[src/rtl/pc_sequencer_if.sv]
// rtl/pc_sequencer_if.sv - fetch/control-flow bundle between the core and the PC sequencer
//
// Signals:
//   stall           core -> seq   hold pc, stack and error flags for this cycle
//   instruction     core -> seq   19-bit word read combinationally at pc
//   zero_flag       core -> seq   registered ALU zero flag
//   carry_flag      core -> seq   registered ALU carry flag
//   pc              seq  -> core  registered fetch address
//   stack_level     seq  -> core  number of valid return-stack entries
//   stack_overflow  seq  -> core  sticky, JSB issued while stack full
//   stack_underflow seq  -> core  sticky, RTS issued while stack empty
// Modports: master = core side, slave = sequencer side.

interface pc_sequencer_if #(
    parameter int ADDR_W      = 12,
    parameter int STACK_DEPTH = 8
);
    localparam int LVL_W = $clog2(STACK_DEPTH) + 1;

    logic                 stall;
    logic [18:0]          instruction;
    logic                 zero_flag;
    logic                 carry_flag;
    logic [ADDR_W-1:0]    pc;
    logic [LVL_W-1:0]     stack_level;
    logic                 stack_overflow;
    logic                 stack_underflow;

    modport master (
        output stall,
        output instruction,
        output zero_flag,
        output carry_flag,
        input  pc,
        input  stack_level,
        input  stack_overflow,
        input  stack_underflow
    );

    modport slave (
        input  stall,
        input  instruction,
        input  zero_flag,
        input  carry_flag,
        output pc,
        output stack_level,
        output stack_overflow,
        output stack_underflow
    );
endinterface

[src/rtl/pc_sequencer.sv]
// rtl/pc_sequencer.sv - program counter and control-flow sequencer with hardware return stack
//
// Ports:
//   clk   rising-edge clock
//   rst   synchronous active-high reset (wins over stall)
//   bus   pc_sequencer_if.slave: stall/instruction/flags in, pc/stack status out
//
// Decoded opcodes (all others advance pc by one):
//   BRANCH [18:16]=101    cond [15:14] (Z, NZ, C, NC), signed offset [7:0]
//   JMP    [18:14]=11100  target [11:0]
//   JSB    [18:14]=11101  push pc+1, target [11:0]
//   RTS    [18:13]=111100 pop into pc

module pc_sequencer #(
    parameter int ADDR_W      = 12,
    parameter int STACK_DEPTH = 8
) (
    input  logic              clk,
    input  logic              rst,
    pc_sequencer_if.slave     bus
);
    localparam int IDX_W = $clog2(STACK_DEPTH);
    localparam int LVL_W = IDX_W + 1;
    localparam logic [LVL_W-1:0]  FULL_LVL = LVL_W'(STACK_DEPTH);
    localparam logic [ADDR_W-1:0] ONE      = ADDR_W'(1);

    // Registered state
    logic [ADDR_W-1:0] r_pc;
    logic [LVL_W-1:0]  r_sp;
    logic              r_overflow;
    logic              r_underflow;
    logic [ADDR_W-1:0] r_stack [STACK_DEPTH];

    // Decode
    logic              w_is_branch;
    logic              w_is_jmp;
    logic              w_is_jsb;
    logic              w_is_rts;
    logic [1:0]        w_cond;
    logic              w_cond_true;
    logic [7:0]        w_offset;
    logic [ADDR_W-1:0] w_offset_sext;
    logic [ADDR_W-1:0] w_pc_inc;
    logic [ADDR_W-1:0] w_branch_target;
    logic [ADDR_W-1:0] w_jump_target;

    // Stack access
    logic              w_stack_full;
    logic              w_stack_empty;
    logic [IDX_W-1:0]  w_push_idx;
    logic [IDX_W-1:0]  w_top_idx;
    logic [ADDR_W-1:0] w_top;

    // Next-state controls
    logic [ADDR_W-1:0] w_next_pc;
    logic              w_push;
    logic              w_pop;
    logic              w_set_overflow;
    logic              w_set_underflow;
    logic              w_advance;

    // Instruction bit 12 participates in no decode; folded here so it is visibly consumed.
    logic              w_unused_bits;
    assign w_unused_bits = bus.instruction[12];

    assign w_is_branch = (bus.instruction[18:16] == 3'b101);
    assign w_is_jmp    = (bus.instruction[18:14] == 5'b11100);
    assign w_is_jsb    = (bus.instruction[18:14] == 5'b11101);
    assign w_is_rts    = (bus.instruction[18:13] == 6'b111100);

    assign w_cond   = bus.instruction[15:14];
    assign w_offset = bus.instruction[7:0];

    // Sign-extend the 8-bit offset to the PC width; all sums then wrap mod 2^ADDR_W.
    assign w_offset_sext   = {{(ADDR_W-8){w_offset[7]}}, w_offset};
    assign w_pc_inc        = r_pc + ONE;
    assign w_branch_target = w_pc_inc + w_offset_sext;
    assign w_jump_target   = ADDR_W'(bus.instruction[11:0]);

    always_comb begin
        w_cond_true = 1'b0;
        case (w_cond)
            2'b00:   w_cond_true =  bus.zero_flag;
            2'b01:   w_cond_true = ~bus.zero_flag;
            2'b10:   w_cond_true =  bus.carry_flag;
            default: w_cond_true = ~bus.carry_flag;
        endcase
    end

    // stack_level doubles as the write pointer; the top entry sits one below it.
    assign w_stack_full  = (r_sp == FULL_LVL);
    assign w_stack_empty = (r_sp == '0);
    assign w_push_idx    = r_sp[IDX_W-1:0];
    assign w_top_idx     = IDX_W'(r_sp - LVL_W'(1));
    assign w_top         = r_stack[w_top_idx];

    always_comb begin
        w_next_pc       = w_pc_inc;
        w_push          = 1'b0;
        w_pop           = 1'b0;
        w_set_overflow  = 1'b0;
        w_set_underflow = 1'b0;

        if (w_is_branch) begin
            if (w_cond_true) begin
                w_next_pc = w_branch_target;
            end
        end else if (w_is_jmp) begin
            w_next_pc = w_jump_target;
        end else if (w_is_jsb) begin
            // A full stack still takes the jump; only the return address is lost.
            w_next_pc = w_jump_target;
            if (w_stack_full) begin
                w_set_overflow = 1'b1;
            end else begin
                w_push = 1'b1;
            end
        end else if (w_is_rts) begin
            // An empty stack falls through to pc+1 rather than jumping to garbage.
            if (w_stack_empty) begin
                w_set_underflow = 1'b1;
            end else begin
                w_pop     = 1'b1;
                w_next_pc = w_top;
            end
        end
    end

    assign w_advance = ~bus.stall;

    always_ff @(posedge clk) begin
        if (rst) begin
            r_pc        <= '0;
            r_sp        <= '0;
            r_overflow  <= 1'b0;
            r_underflow <= 1'b0;
        end else if (w_advance) begin
            r_pc        <= w_next_pc;
            r_overflow  <= r_overflow  | w_set_overflow;
            r_underflow <= r_underflow | w_set_underflow;
            if (w_push) begin
                r_sp <= r_sp + LVL_W'(1);
            end else if (w_pop) begin
                r_sp <= r_sp - LVL_W'(1);
            end
        end
    end

    // Stack contents carry no reset; entries above the pointer are never read.
    always_ff @(posedge clk) begin
        if (!rst && w_advance && w_push) begin
            r_stack[w_push_idx] <= w_pc_inc;
        end
    end

    assign bus.pc              = r_pc;
    assign bus.stack_level     = r_sp;
    assign bus.stack_overflow  = r_overflow;
    assign bus.stack_underflow = r_underflow;

endmodule

[src/flat_wrapper.sv]
// flat-port wrapper written by rule: the top's interface ports become plain ports
module pc_sequencer_flat 
#(
    parameter int ADDR_W      = 12,
    parameter int STACK_DEPTH = 8
)
  (clk, rst, bus_stall, bus_instruction, bus_zero_flag, bus_carry_flag, bus_pc, bus_stack_level, bus_stack_overflow, bus_stack_underflow);
  pc_sequencer_if #(.ADDR_W(ADDR_W), .STACK_DEPTH(STACK_DEPTH)) bus_i ();
  input  logic clk;
  input  logic rst;
  input wire logic [$bits(bus_i.stall)-1:0] bus_stall;
  input wire logic [$bits(bus_i.instruction)-1:0] bus_instruction;
  input wire logic [$bits(bus_i.zero_flag)-1:0] bus_zero_flag;
  input wire logic [$bits(bus_i.carry_flag)-1:0] bus_carry_flag;
  output wire logic [$bits(bus_i.pc)-1:0] bus_pc;
  output wire logic [$bits(bus_i.stack_level)-1:0] bus_stack_level;
  output wire logic [$bits(bus_i.stack_overflow)-1:0] bus_stack_overflow;
  output wire logic [$bits(bus_i.stack_underflow)-1:0] bus_stack_underflow;
  assign bus_i.stall = bus_stall;
  assign bus_i.instruction = bus_instruction;
  assign bus_i.zero_flag = bus_zero_flag;
  assign bus_i.carry_flag = bus_carry_flag;
  assign bus_pc = bus_i.pc;
  assign bus_stack_level = bus_i.stack_level;
  assign bus_stack_overflow = bus_i.stack_overflow;
  assign bus_stack_underflow = bus_i.stack_underflow;
  pc_sequencer #(.ADDR_W(ADDR_W), .STACK_DEPTH(STACK_DEPTH)) u_core (.clk(clk), .rst(rst), .bus(bus_i));
endmodule
[config.mk]
export PLATFORM = sky130hd
export DESIGN_NAME = pc_sequencer_flat
export DESIGN_NICKNAME = d
export VERILOG_FILES = /design/src/rtl/pc_sequencer_if.sv /design/src/rtl/pc_sequencer.sv /design/src/flat_wrapper.sv
export SDC_FILE = /design/constraint.sdc
export NUM_CORES = 1
export LEC_CHECK = 0
export CAP_MARGIN = 20
export CORE_MARGIN = 2
export CORE_UTILIZATION = 55
export DETAILED_ROUTE_END_ITERATION = 8
export PLACE_DENSITY = 0.81
export SETUP_SLACK_MARGIN = 0.4
export SYNTH_ARGS = -nofsm -noshare
export SYNTH_HDL_FRONTEND = slang
export SYNTH_SLANG_ARGS = --single-unit
[constraint.sdc]
create_clock -name clk -period 6.3 [get_ports clk]
set_clock_uncertainty 0.05 [all_clocks]
set_input_delay 1.26 -clock clk [delete_from_list [all_inputs] [get_ports clk]]
set_output_delay 1.26 -clock clk [all_outputs]
set_load 0.01 [all_outputs]
==> results.tsv <==
stage	metric	value	unit
status	status	finished clean	
layout	share of cells above drive strength 1	16.3	%
global_route	first-pass GRT wire length	21200	um
synth	Yosys top cell by area	edfxtp_1	
die	I/O Pins	42	
critical_path	CP endpoint kind	flip-flop	
critical_path	worst setup path class	in -> reg	
critical_path	crit-path most repeated cell	nand2_1	
placement	dpl ws	2070	ps
detailed_routing	WL/cell	21.1	um
placement	PortBufs	40	
layout	n_diodes	0	
clock_network	Worst-path clk slew	50	ps
critical_path	slowest stage delay, CP	590	ps
die	std cell rows	37	
layout	Non-Filler Instances	633	
critical_path	R2R setup slack	2760	ps
critical_path	crit-path max FO	9	
synth	Area contributors post-synth	edfxtp_1 (50%), mux4_2 (9.4%), dfxtp_1 (6.2%)	
sta	setup ws final	2510	ps
placement	Inst Count DP	601	
clock_network	# hold bufs at CTS	0	
critical_path	critical-path cell list	clkdlybuf4s50_1 -> and4b_1 -> nand2_1 -> nor4_1 -> nand2_1 -> nor2_1 -> buf_6	
synth	Post-Syn Instances	436	
clock_network	clk sink count	114	
detailed_routing	DR vias	4001	
clock_network	clk_lat worst skew	520	ps
detailed_routing	Routed met1 length	5200	um
layout	Final nets	526	
die	Die Area	0.0113	mm^2
die	die width	106	um
synth	synthesized cell area	0.00577	mm^2
detailed_routing	antenna viol nets, final	0	
synth	Top FF cell, synth	edfxtp_1	
detailed_routing	DR top layer	met4	
power	Peak VDD IR	0.152	mV
worst_hold_path	Hold Crit Endpoint	u_core.bus.stack_underflow	
synth	Async SR Flop Fraction	0	%
detailed_routing	1st-iter DRT viols	441	
clock_network	number of buffers added for setup after CTS	0	
critical_path	CP required	6480	ps
critical_path	R2R cell count	11	
layout	most common cell after layout, fill and taps aside	edfxtp_1	
worst_hold_path	Hold Path Class	reg -> reg	
global_route	Congestion Overflow GR	0	
die	Core Footprint	0.0103	mm^2
die	Die Ht	106	um
detailed_routing	1st-pass router iterations	5	
run	# Max-Cap Violations	0	
global_route	number of global-route vias before repair	3919	
synth	Yosys top cell area share	50.0	%
synth	#FFs+latches synth	114	
clock_network	PostCTS Resize Cnt	0	
critical_path	CP startpoint kind	input port	
detailed_routing	Post-Route WL	13400	um
detailed_routing	Post-route DRC	0	
worst_hold_path	HP Start	u_core.bus.stack_underflow	
sta	setup TNS	0	ps
detailed_routing	routed wire length on met3	1140	um
clock_network	Longest Clk Path Bufs	2	
sta	final hold viol count	0	
critical_path	capture point of the worst reg-to-reg path	u_core.bus.pc[11]	
synth	syn_nets	478	
global_route	antenna violations before repair	0	
power	Pleak	2.35	nW
global_route	total track usage	25.6	%
synth	yosys warns	0	
synth	Yosys cell types	69	
worst_hold_path	hold depth	2	
critical_path	crit path DAT	3970	ps
clock_network	CTS tree	done	
synth	Avg Synthesized Cell Area	13.2	um^2
clock_network	CTS buffer count	17	
global_route	largest net degree at the start of global routing	30	
layout	most frequent cells in the layout	edfxtp_1 (96), clkdlybuf4s50_1 (40), nand2_1 (37)	
synth	EDFF count, synth	96	
sta	worst-margin pin slew	1070	ps
sta	RSZ-0062 raised after global routing	no	
clock_network	H-tree depth	4	
synth	post-synthesis sequential area ratio	56.2	%
sta	Slew HR	28.1	%
detailed_routing	drt via density	6.32	
detailed_routing	WL met2	6750	um
sta	clock period minus worst slack	3790	ps
sta	Fmax	0.264	GHz
critical_path	crit-path leading delay family	simple AND/OR/NAND/NOR gates	
sta	Slew Limit Fails	0	
critical_path	CP Buf/Inv Count	2	
critical_path	Max stage delay cell, worst path	nor2_1	
critical_path	reg2reg start	u_core.bus.pc[0]	
die	Initial Util	56.1	%
sta	period utilization	60.2	%
layout	Layout area overhead	18.0	%
placement	final RePlAce weighted congestion	0.909	
sta	Setup violations, final	0	
placement	HPWL Detailed	9160	um
power	total power per unit cell area	274	mW/mm^2
clock_network	Clock Root Buffer	clkbuf_8	
==> kinds of logic after synthesis <==
logic type / share of synthesized area [%]
flops: 56.2
xor+xnor: 3.90
buf+inv: 3.23
fa+ha+maj: 4.03
compound gates: 9.89
simple gates: 10.8
mux: 11.9
==> cells in the mapped netlist, types with 4 or more instances <==
library cell,count
xnor2_1,13
edfxtp_1,96
a21oi_1,24
buf_2,8
nor2_1,35
mux4_2,24
a21o_1,4
xor2_1,9
o21ai_0,14
dfxtp_1,18
a31oi_1,5
o21ai_1,9
nand3_1,7
a211oi_1,4
ha_1,17
nand4_1,5
inv_1,10
clkbuf_1,8
mux2i_1,11
nand2b_1,6
nor3_1,7
nand2_1,37
a22oi_1,5
==> routing by layer <==
layer | global-route usage [%] | vias to the layer above
met4 | 10.2 | 0
met3 | 7.11 | 29
met5 | 0 | -
li1 | - | 1781
met2 | 41.2 | 215
met1 | 33.1 | 1976
==> stage by stage <==
stage          instance area, um^2  hold WS, ps  utilization, %  total power (W)
4_1_cts                       6810          469            66.2          0.00187
2_1_floorplan                 5770          455               -          0.00101
3_3_place_gp                  6250          445            60.8          0.00107
3_5_place_dp                  6310          440            61.4          0.00108
6_report                      6810          461            66.2          0.00187
5_1_grt                       6810          502            66.2          0.00193
==> power breakdown <==
part	leakage, nW	internal (W)	switching [W]	total [W]
logic	1.12	0.0000997	0.000130	0.000230
registers	1.00	0.000826	0.0000112	0.000837
clock network	0.235	0.000472	0.000327	0.000798
==> registers in the layout, indices dropped and copies added, names as in the netlist <==
signal and flops:
u_core.bus.stack_underflow 1, u_core.r_stack 96, u_core.bus.stack_overflow 1, u_core.bus.pc 12, u_core.bus.stack_level 4
==> how the worst max path moves through the flow <==
stage                                      end  slack, ps                start  cells past startpoint
after floorplan           u_core.r_stack[1][0]       2820  bus_instruction[15]                      6
after global placement    u_core.r_stack[1][8]       1920  bus_instruction[15]                      6
after detailed placement  u_core.r_stack[3][7]       2070  bus_instruction[15]                      7
after CTS                 u_core.r_stack[2][9]       2550  bus_instruction[15]                      7
after global routing      u_core.r_stack[7][3]       2390  bus_instruction[15]                      7
final                     u_core.r_stack[7][3]       2510  bus_instruction[15]                      7
==> worst register-to-register path: cells and delay by family, from the launching register on <==
kind	cells	cell delay [ps]
DFF	1	460
AOI/OAI and AO/OA	3	620
xor gates and xnor gates	2	930
and+or+nand+nor	4	710
adders and majority gates	2	670
==> area by class of cell <==
type                       count  area [um^2]
sequential                   114         3240
tap                          136          170
clock inverter                13         71.3
fill                         745         3470
timing repair buffer          52          513
inverter                      10         37.5
clock buffer                  19          422
multi-input combinational    289         2350
Power figures use the tool's default switching activity.
